File: config.mk
export PLATFORM = sky130hd
export DESIGN_NAME = mux_8to1_arb
export DESIGN_NICKNAME = d
export VERILOG_FILES = /design/src/rtl/mux_8to1_arb.sv
export SDC_FILE = /design/constraint.sdc
export NUM_CORES = 1
export LEC_CHECK = 0
export BUFFER_PORTS_ARGS = -buffer_cell sky130_fd_sc_hd__buf_2
export CORE_AREA = 2 2 95 97
export CTS_BUF_LIST = sky130_fd_sc_hd__clkbuf_4 sky130_fd_sc_hd__clkbuf_8
export CTS_CLUSTER_DIAMETER = 50
export DETAILED_ROUTE_END_ITERATION = 16
export DIE_AREA = 0 0 97 99
export GPL_ROUTABILITY_DRIVEN = 0
export PLACE_DENSITY = 0.58
export SYNTH_ARGS = -nofsm -noshare
export SYNTH_HDL_FRONTEND = slang
export SYNTH_SLANG_ARGS = --single-unit
File: constraint.sdc
create_clock -name clk -period 4.4 [get_ports clk]
set_input_delay 0.44 -clock clk [delete_from_list [all_inputs] [get_ports clk]]
set_output_delay 0.44 -clock clk [all_outputs]
set_load 0.01 [all_outputs]
File: src/rtl/mux_8to1_arb.sv
// Eight-channel packet multiplexer into a single registered output beat.
// Round-robin arbitration by default; define MUX8_FIXED_PRIO_EN for lowest-index-wins.
module mux_8to1_arb #(
    parameter int DW = 8
) (
    input  logic          clk,
    input  logic          rst,
    input  logic [DW-1:0] i_data0,
    input  logic [DW-1:0] i_data1,
    input  logic [DW-1:0] i_data2,
    input  logic [DW-1:0] i_data3,
    input  logic [DW-1:0] i_data4,
    input  logic [DW-1:0] i_data5,
    input  logic [DW-1:0] i_data6,
    input  logic [DW-1:0] i_data7,
    input  logic [7:0]    i_valid,
    input  logic [7:0]    i_last,
    output logic [7:0]    o_ready,
    output logic [DW-1:0] o_data,
    output logic [2:0]    o_sel,
    output logic          o_last,
    output logic          o_valid,
    input  logic          i_ready
);

    typedef enum logic {
        ARB  = 1'b0,
        LOCK = 1'b1
    } state_t;

    state_t        r_state;
    state_t        w_state_next;
    logic [2:0]    r_rr_ptr;
    logic [2:0]    w_rr_ptr_next;
    logic [2:0]    r_lock_ch;
    logic [2:0]    w_lock_ch_next;

    logic [DW-1:0] r_data;
    logic [2:0]    r_sel;
    logic          r_last;
    logic          r_valid;

    logic [DW-1:0] w_data [8];
    logic          w_free;
    logic          w_gnt_valid;
    logic [2:0]    w_gnt_idx;
    logic [2:0]    w_scan_base;
    logic [2:0]    w_scan_idx;
    logic          w_xfer;
    logic          w_xfer_last;
    logic [7:0]    w_ready;

    assign w_data[0] = i_data0;
    assign w_data[1] = i_data1;
    assign w_data[2] = i_data2;
    assign w_data[3] = i_data3;
    assign w_data[4] = i_data4;
    assign w_data[5] = i_data5;
    assign w_data[6] = i_data6;
    assign w_data[7] = i_data7;

    assign w_free = !r_valid || i_ready;

`ifdef MUX8_FIXED_PRIO_EN
    assign w_scan_base = 3'd0;
`else
    assign w_scan_base = r_rr_ptr;
`endif

    // Descending scan so the smallest offset from the base is the final winner.
    always_comb begin
        w_gnt_valid = 1'b0;
        w_gnt_idx   = 3'd0;
        w_scan_idx  = 3'd0;
        if (r_state == LOCK) begin
            w_gnt_valid = i_valid[r_lock_ch];
            w_gnt_idx   = r_lock_ch;
        end else begin
            for (int i = 7; i >= 0; i--) begin
                w_scan_idx = w_scan_base + 3'(i);
                if (i_valid[w_scan_idx]) begin
                    w_gnt_valid = 1'b1;
                    w_gnt_idx   = w_scan_idx;
                end
            end
        end
    end

    // State register
    always_ff @(posedge clk) begin
        if (rst) begin
            r_state   <= ARB;
            r_rr_ptr  <= 3'd0;
            r_lock_ch <= 3'd0;
        end else begin
            r_state   <= w_state_next;
            r_rr_ptr  <= w_rr_ptr_next;
            r_lock_ch <= w_lock_ch_next;
        end
    end

    // Next-state logic
    always_comb begin
        w_state_next   = r_state;
        w_rr_ptr_next  = r_rr_ptr;
        w_lock_ch_next = r_lock_ch;
        if (w_xfer) begin
            if (w_xfer_last) begin
                w_state_next  = ARB;
                w_rr_ptr_next = w_gnt_idx + 3'd1;
            end else if (r_state == ARB) begin
                w_state_next   = LOCK;
                w_lock_ch_next = w_gnt_idx;
            end
        end
    end

    // Output logic: a transfer needs a grantee, a free output slot and no reset.
    always_comb begin
        w_xfer      = w_gnt_valid && w_free && !rst;
        w_xfer_last = i_last[w_gnt_idx];
    end

    for (genvar gi = 0; gi < 8; gi++) begin : g_ready
        assign w_ready[gi] = w_xfer && (w_gnt_idx == 3'(gi));
    end

    always_ff @(posedge clk) begin
        if (rst) begin
            r_valid <= 1'b0;
            r_data  <= '0;
            r_sel   <= 3'd0;
            r_last  <= 1'b0;
        end else if (w_free) begin
            r_valid <= w_xfer;
            if (w_xfer) begin
                r_data <= w_data[w_gnt_idx];
                r_sel  <= w_gnt_idx;
                r_last <= w_xfer_last;
            end
        end
    end

    assign o_ready = w_ready;
    assign o_data  = r_data;
    assign o_sel   = r_sel;
    assign o_last  = r_last;
    assign o_valid = r_valid;

endmodule
==> results of run 1 <==
stage by stage:
stage | power [mW] | setup WS, ps
floorplan | 1.70 | 253
global placement | 2.08 | 484
detailed placement | 2.09 | 397
CTS | 2.30 | 141
global route | 2.48 | 4.22
finish | 2.29 | 229
power by group:
| part | internal, mW | switching [mW] |
|---|---|---|
| clock network | 0.122 | 0.0718 |
| logic | 0.750 | 1.03 |
| registers | 0.251 | 0.0647 |
cell type report:
type,count,area (sq um),share of cell area
clock buffer,3,41.3,0.0123
inverter,15,56.3,0.0168
clock inverter,1,30.0,0.00896
multi-input combinational,263,2110,0.630
tap,108,135,0.0403
sequential,20,400,0.119
timing repair buffer,111,576,0.172
worst paths after layout:
check                                   end  slack [ps]  depth (start not counted)
setup / recovery                 o_ready[3]         230                         12
hold reg to reg   r_lock_ch[2]$_SDFFE_PP0P_         510                          2
hold / removal         o_valid$_SDFFE_PP0P_         470                          4
setup reg to reg     o_data[3]$_SDFFE_PP0P_         430                         13
metal layers:
layer / vias to the layer above / global-route usage / wire length, microns
li1: 1393 / - / -
met3: 9 / 0.0191 / 568
met5: - / 0 / 0
met1: 1405 / 0.206 / 3500
met4: 0 / 0.0585 / 91
met2: 125 / 0.329 / 4500
what timing repair did:
| action | in CTS | in global routing |
|---|---|---|
| endpoints found under the setup margin | 0 | 6 |
| gates resized for setup | 0 | 1 |
| endpoints found under the hold margin | 0 | 0 |
synth_stat cells, types with 4 or more instances:
| master | count | share of area |
|---|---|---|
| o211ai_1 | 4 | 0.011 |
| mux2i_1 | 42 | 0.16 |
| a21oi_1 | 6 | 0.011 |
| o21ai_1 | 4 | 0.0074 |
| nand3_1 | 11 | 0.020 |
| o221ai_1 | 5 | 0.016 |
| mux2_2 | 11 | 0.046 |
| mux4_2 | 14 | 0.12 |
| nor2_1 | 31 | 0.043 |
| dfxtp_1 | 20 | 0.15 |
| nand4_1 | 4 | 0.0092 |
| ha_1 | 8 | 0.037 |
| clkbuf_1 | 11 | 0.015 |
| buf_2 | 10 | 0.018 |
| o211a_1 | 8 | 0.030 |
| a311oi_1 | 9 | 0.029 |
| inv_1 | 14 | 0.019 |
| nor3_1 | 4 | 0.0074 |
| nand2_1 | 46 | 0.064 |
| and2_1 | 9 | 0.021 |
worst reg2reg max path: cells and delay by family, from the launching register on:
kind	cells	cell delay, ps
multiplexers	4	1100
buffers and inverters	3	860
AO/OA/AOI/OAI	3	760
adder cells (fa/ha/maj)	1	510
flip-flops	1	350
AND/OR/NAND/NOR	2	300
logic make-up (layout without fill, tap and decap cells):
| logic type | Yosys count | after routing | synth area share |
|---|---|---|---|
| xor+xnor | 2 | 2 | 0.00647 |
| mux | 69 | 69 | 0.326 |
| flops | 20 | 20 | 0.148 |
| simple gates | 121 | 121 | 0.208 |
| fa+ha+maj | 8 | 8 | 0.0370 |
| buf+inv | 43 | 130 | 0.0739 |
| compound gates | 63 | 63 | 0.201 |
state kept, by name, summed over array words and instances, names as in the netlist:
register and count:
o_sel 3, r_rr_ptr 3, o_last 1, r_state 1
r_lock_ch 3, o_data 8, o_valid 1
placed cells by master, fill, tap and decap left out, types with 4 or more instances in the layout:
cell type,Yosys,routed
nand3_1,11,11
nor3_1,4,4
a21oi_1,6,5
buf_2,10,103
nand4_1,4,4
o21ai_1,4,4
mux2_2,11,11
nor2_1,31,31
mux4_2,14,14
o211a_1,8,8
o221ai_1,5,5
o211ai_1,4,4
ha_1,8,7
and2_1,9,9
mux2i_1,42,42
a311oi_1,9,9
nand2_1,46,46
inv_1,14,14
buf_4,1,8
dfxtp_1,20,20
==> run_results.csv, run 1 <==
group,metric,value,unit
global_routing,grt_pass1_vias,2879,
sta,fin_worst_skew,1.77,ps
global_routing,grt_pass1_wl,14000,microns
layout,finalNonFillerCells,521,
sta,hold_viol_final,0,
logic_synthesis,synthArstFlopShare,0,
sta,fmax,240,MHz
sta,period_needed,4170,ps
clock_tree,clkSinkCount,20,
critical_path,required,3960,ps
floorplanning,die_h,99,microns
critical_path,path_class,"reg -> out",
critical_path,cp_cell_sequence,"inv_1 > ha_2 > mux4_2 > mux2_2 > and2_1 > o31ai_1 > o221ai_2 > inv_1 > ha_1 > ha_1 > and2_1 > buf_2",
drt,wl,8650,microns
critical_path,cp_max_fo,12,
drt,drt_first_iter_violations,87,
logic_synthesis,synth_seq_cells,20,
global_routing,antenna_found_initial,0,
logic_synthesis,synth.net_count,417,
pwr,leakage,1.57,nW
critical_path,cp_slowest_cell,"ha_2",
logic_synthesis,syn_avg_cell_area,8.31,sq um
place,dpl.hpwl,6660,microns
place,place_inst,517,
floorplanning,start_util,0.317,
logic_synthesis,synth_edf_count,0,
sta,fin_crit_sh,0.948,
clock_tree,ctsLongestPathBuffers,2,
drt,first_pass_iters,4,
sta,finalSetupTns,0,ps
critical_path,cp-start-kind,"flip-flop",
sta,setup_viol,0,
min_path,worstHoldStart,"i_ready",
logic_synthesis,synthCells,326,
logic_synthesis,synth.distinct_cells,58,
global_routing,gr-total-overflow,0,
clock_tree,insertion_delay,270,ps
drt,antenna_left,0,
clock_tree,cts-root-buf,"clkbuf_8",
critical_path,crit_family,"adder cells",
pwr,power_density,683,nW/um^2
critical_path,r2r_start,"r_rr_ptr[1]$_SDFFE_PP0P_",
floorplanning,row_count,34,
pwr,ir_drop,315,uV
drt,wire_per_inst,16.6,microns
drt,dr_total_vias,2932,
sta,rsz0062_at_grt,"false",
clock_tree,clk_pin_slew,80,ps
logic_synthesis,syn-cell-area,2710,sq um
clock_tree,htreeDepth,1,
global_routing,track_usage,0.174,
floorplanning,chipWidth,97,microns
layout,syn_to_final_growth,23.8,%
status,status,"finished, final reports clean",
logic_synthesis,yosys_warnings,0,
layout,fill_cells,888,
sta,tightest_slew,656,ps
global_routing,grt_max_degree,27,
clock_tree,hold_buffers,0,
run,maxCapViolCount,0,
drt,drc,0,
critical_path,arrival,3730,ps
layout,final_nets,505,
drt,vias_per_cell,5.63,
layout,final_cell_area,3350,sq um
floorplanning,dieArea,9600,sq um
sta,whs,470,ps
logic_synthesis,synth_ff_type,"dfxtp_1",
place,placed_area,3280,sq um
clock_tree,cts_tree,"yes",
sta,slew_viol_final,0,
logic_synthesis,synth_seq_area_share,0.148,
layout,final_core_util,0.392,
min_path,hold_path_class,"in -> reg",
layout,diodes,0,
critical_path,startpoint,"r_rr_ptr[1]$_SDFFE_PP0P_",
floorplanning,coreArea,8550,sq um
clock_tree,post_cts_buffers,0,
place,portBuffers,103,
clock_tree,cts_buffers,3,
layout,drive_above_1_share,0.366,
critical_path,cpPeakStageDelay,510,ps
critical_path,path_buf_inv,3,
critical_path,end_kind,"primary output",
sta,maxSlewHeadroom,0.563,
floorplanning,num_io_pins,104,
Power figures use the tool's default switching activity.
==> run 2: changes to the inputs <==
--- a/config.mk
+++ b/config.mk
@@ -6,13 +6,13 @@
 export NUM_CORES = 1
 export LEC_CHECK = 0
 export BUFFER_PORTS_ARGS = -buffer_cell sky130_fd_sc_hd__buf_2
-export CORE_AREA = 2 2 95 97
+export CORE_AREA = 2 2 80 82
 export CTS_BUF_LIST = sky130_fd_sc_hd__clkbuf_4 sky130_fd_sc_hd__clkbuf_8
 export CTS_CLUSTER_DIAMETER = 50
 export DETAILED_ROUTE_END_ITERATION = 16
-export DIE_AREA = 0 0 97 99
+export DIE_AREA = 0 0 82 84
 export GPL_ROUTABILITY_DRIVEN = 0
-export PLACE_DENSITY = 0.58
+export PLACE_DENSITY = 0.78
 export SYNTH_ARGS = -nofsm -noshare
 export SYNTH_HDL_FRONTEND = slang
 export SYNTH_SLANG_ARGS = --single-unit
==> constraint.sdc (replaced) <==
create_clock -name clk -period 4.4 [get_ports clk]
set_input_delay 0.44 -clock clk [delete_from_list [all_inputs] [get_ports clk]]
set_output_delay 0.44 -clock clk [all_outputs]
set_load 0.005 [all_outputs]
==> run 2 against run 1 <==
Compared with the run above:
- largest power group unchanged
- worst hold slack lost 3.9 ps
- clock skew grew 5.8 ps
- cell count shrank 6.0%
- total power shrank 4.0%
- die area shrank 28%
- sequential power is essentially flat
- sequential share of layout area grew 0.21 points
==> run_results.csv, run 2 (synthesis gave the netlist of run 1 again) <==
group,metric,value,unit
floorplanning,dieArea,6890,sq um
min_path,whs_endpoint,"o_valid$_SDFFE_PP0P_",
layout,largest_reg_flops,8,
critical_path,cpPeakStageDelay,560,ps
sta,fmax,247,MHz
sta,hold_viol_final,0,
global_routing,use_met1,0.335,
clock_tree,post_cts_buffers,0,
clock_tree,clkSinkCount,20,
clock_tree,ctsLongestPathBuffers,2,
layout,syn_to_final_growth,21.7,%
critical_path,crit_path_frequent_cell,"ha_1",
sta,slew_viol_final,0,
clock_tree,cts_tree,"yes",
global_routing,grt_max_degree,24,
sta,tightest_slew,607,ps
critical_path,reg2reg_to,"o_data[2]$_SDFFE_PP0P_",
critical_path,r2r_start,"r_rr_ptr[0]$_SDFFE_PP0P_",
clock_tree,ctsResizeCount,0,
global_routing,grt-busiest-layer,"met2",
place,place_inst,486,
critical_path,reg2reg_depth,13,
global_routing,gr-total-overflow,0,
critical_path,cp-start-kind,"flip-flop",
clock_tree,htreeDepth,1,
global_routing,grt_pass1_wl,14000,microns
pwr,ir_drop,577,uV
min_path,worstHoldStart,"i_ready",
clock_tree,insertion_delay,270,ps
sta,maxSlewHeadroom,0.594,
floorplanning,coreArea,6100,sq um
drt,dr_total_vias,2924,
drt,first_pass_iters,6,
place,dp_slack,583,ps
floorplanning,num_io_pins,104,
layout,drive_above_1_share,0.363,
pwr,p_total,2.20,mW
status,status,"finished, final reports clean",
min_path,hold_path_class,"in -> reg",
drt,vias_per_cell,5.97,
floorplanning,row_count,29,
clock_tree,cts-root-buf,"clkbuf_8",
floorplanning,start_util,0.444,
place,dpl.hpwl,6320,microns
layout,most-common-layout-cells,"buf_2, nand2_1, mux2i_1",
layout,finalNonFillerCells,490,
drt,wire_per_inst,17.0,microns
critical_path,end_kind,"primary output",
min_path,min_path_cells,4,
global_routing,grt_use_met2,0.412,
critical_path,path_class,"reg -> out",
critical_path,crit_family,"adder cells",
sta,fin_crit_sh,0.921,
critical_path,arrival,3610,ps
global_routing,grtUsageMet3,0.0379,
global_routing,antenna_found_initial,0,
sta,whs,466,ps
place,placed_area,3240,sq um
sta,final.setup.worst_slack,347,ps
drt,drt_first_iter_violations,167,
pwr,power_density,666,nW/um^2
critical_path,required,3960,ps
floorplanning,chipWidth,82,microns
run,maxCapViolCount,0,
place,portBuffers,103,
layout,layout_commonest_cell,"buf_2",
drt,antenna_left,0,
layout,diodes,0,
sta,rsz0062_at_grt,"false",
layout,final_core_util,0.540,
drt,wl,8310,microns
critical_path,cp_cell_sequence,"inv_1 > ha_1 > mux4_2 > mux2_2 > and2_1 > o31ai_1 > o221ai_2 > inv_1 > ha_1 > ha_1 > and2_1 > buf_2",
sta,finalSetupTns,0,ps
layout,final_nets,505,
floorplanning,die_h,84,microns
critical_path,cp_slowest_cell,"ha_1",
pwr,leakage,1.57,nW
critical_path,path_buf_inv,3,
clock_tree,hold_buffers,0,
critical_path,cp_max_fo,12,
clock_tree,clk_pin_slew,80,ps
critical_path,ff2ff_setup_slack,550,ps
drt,drc,0,
sta,fin_worst_skew,7.53,ps
global_routing,track_usage,0.253,
global_routing,grt_pass1_vias,2945,
sta,period_needed,4050,ps
clock_tree,cts_buffers,3,
layout,final_cell_area,3290,sq um
sta,setup_viol,0,
-- run 2: cell count changes in the layout (fill, tap and decap cells not counted), sizes merged --
cell,before,now
bufinv,1,0
clkbuf,3,4
-- run 2: tightest hold or removal path, cell delays in order --
cell	delay, ps
buf_2	80
nor2b_1	40
nor2_1	90
nor2_1	40
-- run 2: area by class of cell --
class | count | area [sq um]
clock buffers | 4 | 55.1
fillers | 579 | 2800
inverters | 15 | 56.3
multi-input cells | 263 | 2110
flip-flops and latches | 20 | 400
well taps | 77 | 96.3
repair buffers | 111 | 576
-- run 2: how the worst max path moves through the flow --
stage | slack (ps) | depth (start not counted) | start | endpoint
floorplan | 270 | 17 | r_rr_ptr[1]$_SDFFE_PP0P_ | o_ready[3]
global placement | 750 | 12 | r_rr_ptr[0]$_SDFFE_PP0P_ | o_data[4]$_SDFFE_PP0P_
detailed placement | 580 | 13 | r_rr_ptr[0]$_SDFFE_PP0P_ | o_data[2]$_SDFFE_PP0P_
CTS | 390 | 13 | r_rr_ptr[0]$_SDFFE_PP0P_ | o_ready[0]
global route | 40 | 13 | r_rr_ptr[0]$_SDFFE_PP0P_ | o_ready[6]
finish | 350 | 12 | r_rr_ptr[0]$_SDFFE_PP0P_ | o_ready[3]
-- run 2: per-layer routing --
layer  part of all wire  up-vias
met3              0.062       22
met1               0.42     1387
li1                   -     1400
met4              0.023        0
met2               0.50      115
met5                  0        -
-- run 2: power by group --
part / switching (mW) / total [mW] / internal (mW)
sequential: 0.0646 / 0.316 / 0.251
clock: 0.0707 / 0.151 / 0.0799
combinational: 0.981 / 1.73 / 0.748
total: 1.12 / 2.20 / 1.08
==> run 3: changes to the inputs <==
==> constraint.sdc (replaced) <==
create_clock -name clk -period 4.4 [get_ports clk]
set_input_delay 0.88 -clock clk [delete_from_list [all_inputs] [get_ports clk]]
set_output_delay 0.88 -clock clk [all_outputs]
set_load 0.005 [all_outputs]
==> run 3 against run 2 <==
Compared with the run above:
- sequential power fell by 1%
- count of clock-buffer cells in the layout fell by 1
- sequential share of layout area fell by 0.28 points
- largest cell class unchanged
==> run_results.csv, run 3 (synthesis gave the netlist of run 1 again) <==
group,metric,value,unit
min_path,worstHoldStart,"o_sel[2]$_SDFFE_PP0P_",
critical_path,reg2reg_depth,13,
sta,fin_worst_skew,5.31,ps
layout,final_nets,510,
layout,most-common-layout-cells,"buf_2, nand2_1, mux2i_1",
clock_tree,insertion_delay,260,ps
min_path,whs_endpoint,"o_sel[2]$_SDFFE_PP0P_",
min_path,hold_path_class,"reg -> reg",
critical_path,end_kind,"primary output",
sta,maxSlewHeadroom,0.445,
sta,tightest_slew,833,ps
clock_tree,ctsLongestPathBuffers,2,
layout,diodes,0,
sta,setup_viol,0,
global_routing,gr-total-overflow,0,
layout,syn_to_final_growth,24.5,%
critical_path,r2r_start,"r_rr_ptr[1]$_SDFFE_PP0P_",
critical_path,startpoint,"i_valid[2]",
drt,antenna_left,0,
floorplanning,num_io_pins,104,
pwr,ir_drop,545,uV
pwr,leakage,1.60,nW
critical_path,reg2reg_to,"r_lock_ch[0]$_SDFFE_PP0P_",
critical_path,cp_max_fo,12,
run,maxCapViolCount,0,
critical_path,ff2ff_setup_slack,700,ps
sta,rsz0062_at_grt,"false",
status,status,"finished, final reports clean",
drt,wl,8020,microns
global_routing,grt_pass1_vias,2722,
layout,drive_above_1_share,0.378,
pwr,power_density,686,nW/um^2
sta,hold_viol_final,0,
global_routing,antenna_found_initial,0,
clock_tree,htreeDepth,1,
drt,first_pass_iters,5,
sta,slew_viol_final,0,
floorplanning,die_h,84,microns
layout,largest_reg_flops,8,
drt,top_layer_used,"met4",
clock_tree,clk_pin_slew,80,ps
critical_path,cp-start-kind,"input pin",
clock_tree,clkSinkCount,20,
clock_tree,cts_tree,"yes",
sta,final.setup.worst_slack,126,ps
global_routing,grt_pass1_wl,12900,microns
drt,wire_per_inst,16.2,microns
sta,fmax,234,MHz
drt,dr_total_vias,2890,
floorplanning,coreArea,6100,sq um
drt,drt_first_iter_violations,338,
critical_path,path_class,"in -> out",
place,portBuffers,103,
drt,drc,0,
layout,layout_commonest_cell,"buf_2",
drt,met1_length,3430,microns
floorplanning,start_util,0.444,
drt,met3_length,630,microns
clock_tree,cts-root-buf,"clkbuf_8",
min_path,min_path_cells,2,
clock_tree,hold_buffers,0,
sta,fin_crit_sh,0.971,
global_routing,grt_max_degree,33,
drt,vias_per_cell,5.84,
floorplanning,dieArea,6890,sq um
place,dp_slack,179,ps
sta,finalSetupTns,0,ps
drt,wl_met2,3830,microns
floorplanning,chipWidth,82,microns
sta,period_needed,4270,ps
floorplanning,row_count,29,
global_routing,track_usage,0.232,
clock_tree,cts_buffers,3,
critical_path,required,3520,ps
place,dpl.hpwl,6250,microns
critical_path,arrival,3390,ps
## run 3: cell count changes in the layout (fill, tap and decap cells not counted)
cell and delta:
clkbuf_8 -1, buf_6 +1, buf_4 +4, ha_1 -2
mux2i_2 +1, mux2i_1 -1, ha_2 +1, ha_4 +1
bufinv_16 +1
## run 3: timing repair
action	CTS	global route
setup buffers	0	1
gates resized for setup	0	4
setup endpoints to repair	0	8
## run 3: final cells by class
| cell class | count | area [sq um] |
|---|---|---|
| clock buffer | 3 | 41.3 |
| clock inverter | 1 | 30.0 |
| fill | 545 | 2730 |
| inverter | 15 | 56.3 |
| multi-input combinational | 263 | 2130 |
| sequential | 20 | 400 |
| tap | 77 | 96.3 |
| timing repair buffer | 116 | 617 |
## run 3: worst max path at each step
stage / to / slack [ps] / cells after the start
finish: o_ready[2] / 130 / 11
CTS: o_ready[7] / 7 / 12
detailed placement: o_ready[2] / 180 / 11
global placement: o_ready[2] / 220 / 11
floorplan: o_ready[3] / 20 / 17
global route: o_ready[7] / 2 / 10
## run 3: metrics by stage
step / hold WS, ps / util / cells / instance area, sq um / total power [mW]
3_3_place_gp: 473 / 0.537 / 490 / 3270 / 2.04
6_report: 501 / 0.553 / 495 / 3370 / 2.31
4_1_cts: 497 / 0.549 / 494 / 3340 / 2.28
3_5_place_dp: 477 / 0.537 / 490 / 3270 / 2.07
2_1_floorplan: 465 / - / 326 / 2710 / 1.68
5_1_grt: 529 / 0.553 / 495 / 3370 / 2.49
## run 3: layer usage
layer,vias to the layer above,track usage
li1,1412,-
met1,1328,0.333
met2,138,0.358
met3,12,0.0379
met4,0,0.0591
met5,-,0
## run 3: worst max-delay path, cell delays in order
cell and delay (ps):
buf_2 170, mux4_2 490, or3_1 380, a22o_1 260, a2111o_1 470, nand3_2 140
inv_2 110, ha_1 210, nand2_1 80, nor2_1 60, buf_2 130
## run 3: power by group
group	total, mW	switching (mW)	internal, mW
sequential	0.312	0.0603	0.251
clock	0.185	0.0639	0.121
combinational	1.82	1.02	0.800
total	2.31	1.14	1.17
